### src/rtl/johnson_pkg.sv
// Shared types, defaults and the Johnson code decode helper for the phase decoder.
// The FSM encodings are fixed so that benches and debug tools can read the state.
package johnson_pkg;

  localparam int JC_W_DEF  = 4;
  localparam int CNT_W_DEF = 8;
  localparam int NPH_DEF   = 2 * JC_W_DEF;
  localparam int IDX_W_DEF = $clog2(NPH_DEF);

  typedef enum logic [1:0] {
    ST_SYNC   = 2'd0,
    ST_LOCKED = 2'd1,
    ST_ERROR  = 2'd2
  } jpd_state_e;

  typedef struct packed {
    logic                 legal;
    logic [IDX_W_DEF-1:0] idx;
  } jc_dec_t;

  // Index k <= JC_W has the low k bits set; index k > JC_W has the top NPH-k bits set.
  function automatic jc_dec_t jc_decode(input logic [JC_W_DEF-1:0] code);
    jc_dec_t     res;
    logic [31:0] pat;
    res = '0;
    for (int k = 0; k < NPH_DEF; k++) begin
      if (k <= JC_W_DEF) begin
        pat = (32'd1 << k) - 32'd1;
      end else begin
        pat = ((32'd1 << JC_W_DEF) - 32'd1) & ~((32'd1 << (k - JC_W_DEF)) - 32'd1);
      end
      if (code == pat[JC_W_DEF-1:0]) begin
        res.legal = 1'b1;
        res.idx   = IDX_W_DEF'(k);
      end
    end
    return res;
  endfunction

endpackage

### src/rtl/johnson_code_check.sv
// Combinational Johnson code classifier: flags whether a code is one of the
// 2*JC_W legal states and, if so, which phase index it represents.
module johnson_code_check
  import johnson_pkg::*;
#(
  parameter int JC_W  = JC_W_DEF,
  parameter int NPH   = 2 * JC_W,
  parameter int IDX_W = $clog2(2 * JC_W)
) (
  input  logic [JC_W-1:0]  jc_in,
  output logic             legal,
  output logic [IDX_W-1:0] idx
);

  logic [JC_W-1:0] w_pat [NPH];

  for (genvar k = 0; k < NPH; k++) begin : g_pat
    if (k <= JC_W) begin : g_low
      assign w_pat[k] = JC_W'((32'd1 << k) - 32'd1);
    end else begin : g_high
      assign w_pat[k] = JC_W'(((32'd1 << JC_W) - 32'd1) & ~((32'd1 << (k - JC_W)) - 32'd1));
    end
  end

  // Patterns are distinct, so at most one entry can match.
  always_comb begin
    legal = 1'b0;
    idx   = '0;
    for (int k = 0; k < NPH; k++) begin
      if (jc_in == w_pat[k]) begin
        legal = 1'b1;
        idx   = IDX_W'(k);
      end
    end
  end

endmodule

### src/rtl/johnson_phase_decoder.sv
// Locks onto a Johnson counter stream, emits registered phase index / one-hot
// strobe, counts rotations and latches sticky errors on illegal or skipped steps.
module johnson_phase_decoder
  import johnson_pkg::*;
#(
  parameter int JC_W  = JC_W_DEF,
  parameter int CNT_W = CNT_W_DEF,
  parameter int NPH   = 2 * JC_W,
  parameter int IDX_W = $clog2(2 * JC_W)
) (
  input  logic             clk,
  input  logic             reset,
  input  logic [JC_W-1:0]  jc_in,
  input  logic             err_clr,
  output logic [IDX_W-1:0] phase_idx,
  output logic [NPH-1:0]   phase_oh,
  output logic             valid,
  output logic             wrap,
  output logic [CNT_W-1:0] rot_cnt,
  output logic             err_illegal,
  output logic             err_step
);

  localparam logic [IDX_W-1:0] IDX_LAST = IDX_W'(NPH - 1);
  localparam logic [NPH-1:0]   OH_ONE   = {{(NPH-1){1'b0}}, 1'b1};
  localparam logic [CNT_W-1:0] CNT_ONE  = {{(CNT_W-1){1'b0}}, 1'b1};

  jpd_state_e       r_state, w_state_nxt;
  logic [IDX_W-1:0] r_phase_idx, w_idx_nxt;
  logic [NPH-1:0]   r_phase_oh, w_oh_nxt;
  logic             r_valid, w_valid_nxt;
  logic             r_wrap, w_wrap_nxt;
  logic [CNT_W-1:0] r_rot_cnt, w_rot_nxt;
  logic             r_err_illegal, w_ill_nxt;
  logic             r_err_step, w_step_nxt;

  logic             w_legal;
  logic [IDX_W-1:0] w_idx;
  logic [IDX_W-1:0] w_idx_plus1;

  johnson_code_check #(
    .JC_W  (JC_W),
    .NPH   (NPH),
    .IDX_W (IDX_W)
  ) u_code_check (
    .jc_in (jc_in),
    .legal (w_legal),
    .idx   (w_idx)
  );

  assign w_idx_plus1 = (r_phase_idx == IDX_LAST) ? {IDX_W{1'b0}} : (r_phase_idx + IDX_W'(1));

  // State and output registers; every output is taken straight from a flop.
  always_ff @(posedge clk or posedge reset) begin
    if (reset) begin
      r_state       <= ST_SYNC;
      r_phase_idx   <= '0;
      r_phase_oh    <= '0;
      r_valid       <= 1'b0;
      r_wrap        <= 1'b0;
      r_rot_cnt     <= '0;
      r_err_illegal <= 1'b0;
      r_err_step    <= 1'b0;
    end else begin
      r_state       <= w_state_nxt;
      r_phase_idx   <= w_idx_nxt;
      r_phase_oh    <= w_oh_nxt;
      r_valid       <= w_valid_nxt;
      r_wrap        <= w_wrap_nxt;
      r_rot_cnt     <= w_rot_nxt;
      r_err_illegal <= w_ill_nxt;
      r_err_step    <= w_step_nxt;
    end
  end

  // Next-state and next-output logic; err_clr always routes ERROR through SYNC.
  always_comb begin
    w_state_nxt = r_state;
    w_idx_nxt   = r_phase_idx;
    w_oh_nxt    = r_phase_oh;
    w_valid_nxt = r_valid;
    w_wrap_nxt  = 1'b0;
    w_rot_nxt   = r_rot_cnt;
    w_ill_nxt   = r_err_illegal;
    w_step_nxt  = r_err_step;
    case (r_state)
      ST_SYNC: begin
        if (w_legal) begin
          w_state_nxt = ST_LOCKED;
          w_idx_nxt   = w_idx;
          w_valid_nxt = 1'b1;
          w_oh_nxt    = OH_ONE << w_idx;
        end else begin
          w_valid_nxt = 1'b0;
          w_oh_nxt    = '0;
        end
      end
      ST_LOCKED: begin
        if (!w_legal) begin
          w_state_nxt = ST_ERROR;
          w_ill_nxt   = 1'b1;
          w_valid_nxt = 1'b0;
          w_oh_nxt    = '0;
        end else if (w_idx == r_phase_idx) begin
          w_state_nxt = ST_LOCKED;
        end else if (w_idx == w_idx_plus1) begin
          w_idx_nxt = w_idx;
          w_oh_nxt  = OH_ONE << w_idx;
          if (r_phase_idx == IDX_LAST) begin
            w_wrap_nxt = 1'b1;
            w_rot_nxt  = r_rot_cnt + CNT_ONE;
          end else begin
            w_wrap_nxt = 1'b0;
          end
        end else begin
          w_state_nxt = ST_ERROR;
          w_step_nxt  = 1'b1;
          w_valid_nxt = 1'b0;
          w_oh_nxt    = '0;
        end
      end
      ST_ERROR: begin
        w_valid_nxt = 1'b0;
        w_oh_nxt    = '0;
        if (err_clr) begin
          w_state_nxt = ST_SYNC;
          w_ill_nxt   = 1'b0;
          w_step_nxt  = 1'b0;
        end else begin
          w_state_nxt = ST_ERROR;
        end
      end
      default: begin
        w_state_nxt = ST_SYNC;
        w_valid_nxt = 1'b0;
        w_oh_nxt    = '0;
      end
    endcase
  end

  assign phase_idx   = r_phase_idx;
  assign phase_oh    = r_phase_oh;
  assign valid       = r_valid;
  assign wrap        = r_wrap;
  assign rot_cnt     = r_rot_cnt;
  assign err_illegal = r_err_illegal;
  assign err_step    = r_err_step;

endmodule

### config.mk
export PLATFORM = sky130hd
export DESIGN_NAME = johnson_phase_decoder
export DESIGN_NICKNAME = d
export VERILOG_FILES = /design/src/rtl/johnson_pkg.sv /design/src/rtl/johnson_code_check.sv /design/src/rtl/johnson_phase_decoder.sv
export SDC_FILE = /design/constraint.sdc
export NUM_CORES = 1
export LEC_CHECK = 0
export BUFFER_PORTS_ARGS = -buffer_cell sky130_fd_sc_hd__buf_4
export CAP_MARGIN = 20
export CORE_ASPECT_RATIO = 0.5
export CORE_MARGIN = 2
export CORE_UTILIZATION = 50
export CTS_CLUSTER_SIZE = 28
export DETAILED_ROUTE_END_ITERATION = 6
export GPL_ROUTABILITY_DRIVEN = 0
export HOLD_SLACK_MARGIN = 0.1
export PLACE_DENSITY = 0.81
export SYNTH_ARGS = -nofsm -noshare
export SYNTH_HDL_FRONTEND = slang
export SYNTH_SLANG_ARGS = --single-unit
### constraint.sdc
create_clock -name clk -period 2.8 [get_ports clk]
set_input_delay 0.14 -clock clk [delete_from_list [all_inputs] [get_ports clk]]
set_output_delay 0.14 -clock clk [all_outputs]
set_load 0.02 [all_outputs]
==> metrics.cfg <==
[clock_network]
cts.path.max_buffers = 2
cts_resized = 0
clock_tree.root_cell = clkbuf_8
clkSinkCount = 25
clkLatencyLatePin_ps = 270
ctsHoldBuffers = 0
post_cts.repair.setup_buffers = 0
path_clk_slew_ps = 90
tritoncts_clock_tree = built
htreeDepth = 1
cts_buffers = 3

[routing]
via_count_of_the_routed_design = 1392
post_drt_wl_per_cell_um = 14.3
post-route-drc-count = 0
post_detailed_route_count_of_antenna_violating_nets = 0
detailedRoute.firstPassIterationCount = 4
drt_first_iter_violations = 96
drt-vias-per-instance = 5.78
overall_routed_net_length_um = 3460

[place]
numPortBuffers = 29
dp.final_hpwl_um = 2610
post_dp_cell_area_um2 = 1960

[yosys]
synth_nets = 187
synth_top_cell_area_share_pct = 36.1
synthCells = 173
synth_edf_count = 0
postSynthRegisterBits = 25
synth-warning-count = 0
synth.area.top_cells = dfrtp_1 36%, ha_1 5.1%, nand2_1 4.8%
synth_top_flop_cell = dfrtp_1
yosys.cell_types.count = 60
synth_seq_area_share_pct = 36.1
post_synth.cell_area_avg_um2 = 10.0
synthesis.area_um2 = 1730
netlist.top_cell.by_area = dfrtp_1
postSynth.asyncResetShare_pct = 100

[setup_path]
end_kind = flop
crit_path_max_fanout = 6
setup_crit_path_kind = flop to flop
crit_required_ps = 2950
startpoint_type = flop
critical_path_arrival_ps = 2790

[global_route]
wire_length_of_the_first_global_routing_pass_um = 5840
antenna_violations_before_repair = 0
via_count_of_the_first_global_routing_pass = 1215
largest_net_degree_at_the_start_of_global_routing = 26
gr-usage-all-layers_pct = 18.7
gr-total-overflow = 0

[cells_and_area]
area.sequential_um2 = 626
areaGrowthSynthToFinish_pct = 15.9
final_layout_size_suffix_gt1_share_pct = 25.1
finish.instance_area_um2 = 2010
insertedDiodeCount = 0
layout.filler_cells = 303
multi_input_comb_area_um2 = 1020
fin_nets = 214

[timing]
final_max_slew_viol_count = 0
fin_worst_skew_ps = 2.73
post-route-period-util_pct = 94.2
min_period_ps = 2640
setup_viol_count_final = 0
rsz_0062_raised_after_global_routing = false
achievable-frequency_ghz = 0.379
fin_tns_setup_ps = 0
worst_slew_margin_rel_pct = 37.9
tightestPinTransition_ps = 930
finalHoldViolations = 0

[power]
cellPowerDensity_nw_per_um2 = 801
p_leak_nw = 0.915
ir_drop_v = 0.000329

[floorplanning]
floorplan.die_area_um2 = 3980
std_cell_rows = 15
die_x_um = 87.3
die-height_um = 45.6
starting_density_pct = 51.3
ios = 30
floorplan.core_area_um2 = 3380

[flow_run]
cap_viol_max_count = 0

[worst_hold_path]
hold_class = input port to asynchronous set/reset pin

[outcome]
outcome = finished, final reports clean

==> state kept, by name, indices dropped and copies added (netlist names) <==
signal and count:
rot_cnt 8, r_state 2, phase_oh 8, wrap 1, phase_idx 3, valid 1
err_illegal 1, err_step 1
==> report_power, final <==
part | leakage (nW) | internal [mW] | switching, mW
clock network | 0.0255 | 0.0999 | 0.122
registers | 0.331 | 0.427 | 0.0555
logic | 0.558 | 0.388 | 0.518
total | 0.915 | 0.914 | 0.696
==> critical path, stage by stage (launching register included) <==
cell and delay [ps]:
dfrtp_1 450, ha_1 390, and4b_4 250, o41ai_4 380
a2111oi_1 140, or3_4 410, o41ai_1 370, o21ai_1 110
==> placed cells by master, fill, tap and decap left out, types with 3 or more instances in the layout <==
cell / Yosys / final
a22o_1: 3 / 3
and2_1: 5 / 5
buf_4: 2 / 30
clkbuf_8: 0 / 3
dfrtp_1: 25 / 25
ha_1: 7 / 7
inv_1: 10 / 10
nand2_1: 22 / 22
nand2b_1: 5 / 5
nand3_1: 4 / 4
nand4_1: 3 / 3
nor2_1: 6 / 6
o211ai_1: 3 / 3
o21ai_0: 3 / 3
o22ai_1: 3 / 3
o31ai_1: 3 / 3
o41ai_1: 4 / 4
xnor2_1: 9 / 9
==> path summary, 6_finish.rpt <==
path	cells past startpoint	start	slack (ps)	end
min in group clk	2	jc_in[0]	160	phase_oh[0]
setup reg to reg	7	phase_idx[1]	160	err_step
setup / recovery	7	phase_idx[1]	160	err_step
hold reg to reg	2	phase_oh[0]	480	phase_oh[0]
max in group asynchronous	2	reset	2170	rot_cnt[3]
hold / removal	2	reset	70	phase_oh[3]
==> synthesized netlist by cell type, types with 3 or more instances <==
| cell type | count |
|---|---|
| dfrtp_1 | 25 |
| nand2_1 | 22 |
| inv_1 | 10 |
| xnor2_1 | 9 |
| ha_1 | 7 |
| nor2_1 | 6 |
| and2_1 | 5 |
| nand2b_1 | 5 |
| nand3_1 | 4 |
| o41ai_1 | 4 |
| a22o_1 | 3 |
| buf_2 | 3 |
| nand4_1 | 3 |
| o211ai_1 | 3 |
| o21ai_0 | 3 |
| o22ai_1 | 3 |
| o31ai_1 | 3 |
==> logic make-up after synthesis <==
family                     count (synthesis)  share of synthesized area (%)
and+or+nand+nor                           63                           22.1
AOI/OAI and AO/OA                         43                           21.6
DFF                                       25                           36.1
buffers and inverters                     18                           4.98
xor gates and xnor gates                  11                           5.56
adders and majority gates                  7                           5.05
muxes                                      6                           4.62
==> layer usage <==
| metal | track usage [%] | part of all wire (%) |
|---|---|---|
| met5 | 0 | 0 |
| met4 | 3.69 | 1.1 |
| met3 | 3.26 | 4.3 |
| met2 | 30.3 | 45 |
| met1 | 26.7 | 49 |
==> through the flow <==
step	util (%)	hold WS (ps)	power, mW	std cells	setup WS, ps
floorplan	-	167	1.16	173	322
global placement	58.1	393	1.36	237	328
detailed placement	58.1	411	1.39	237	166
CTS	59.5	113	1.61	241	157
global route	59.5	171	1.73	241	10.2
finish	59.5	67.7	1.61	241	162
==> cell type report <==
type,instances,area share (%)
inverter,10,1.87
sequential,25,31.1
multi-input combinational,130,50.9
tap,42,2.62
clock buffer,3,2.05
clock inverter,1,0.249
timing repair buffer,30,11.2
Note: power is estimated with default switching activity, not from simulation.
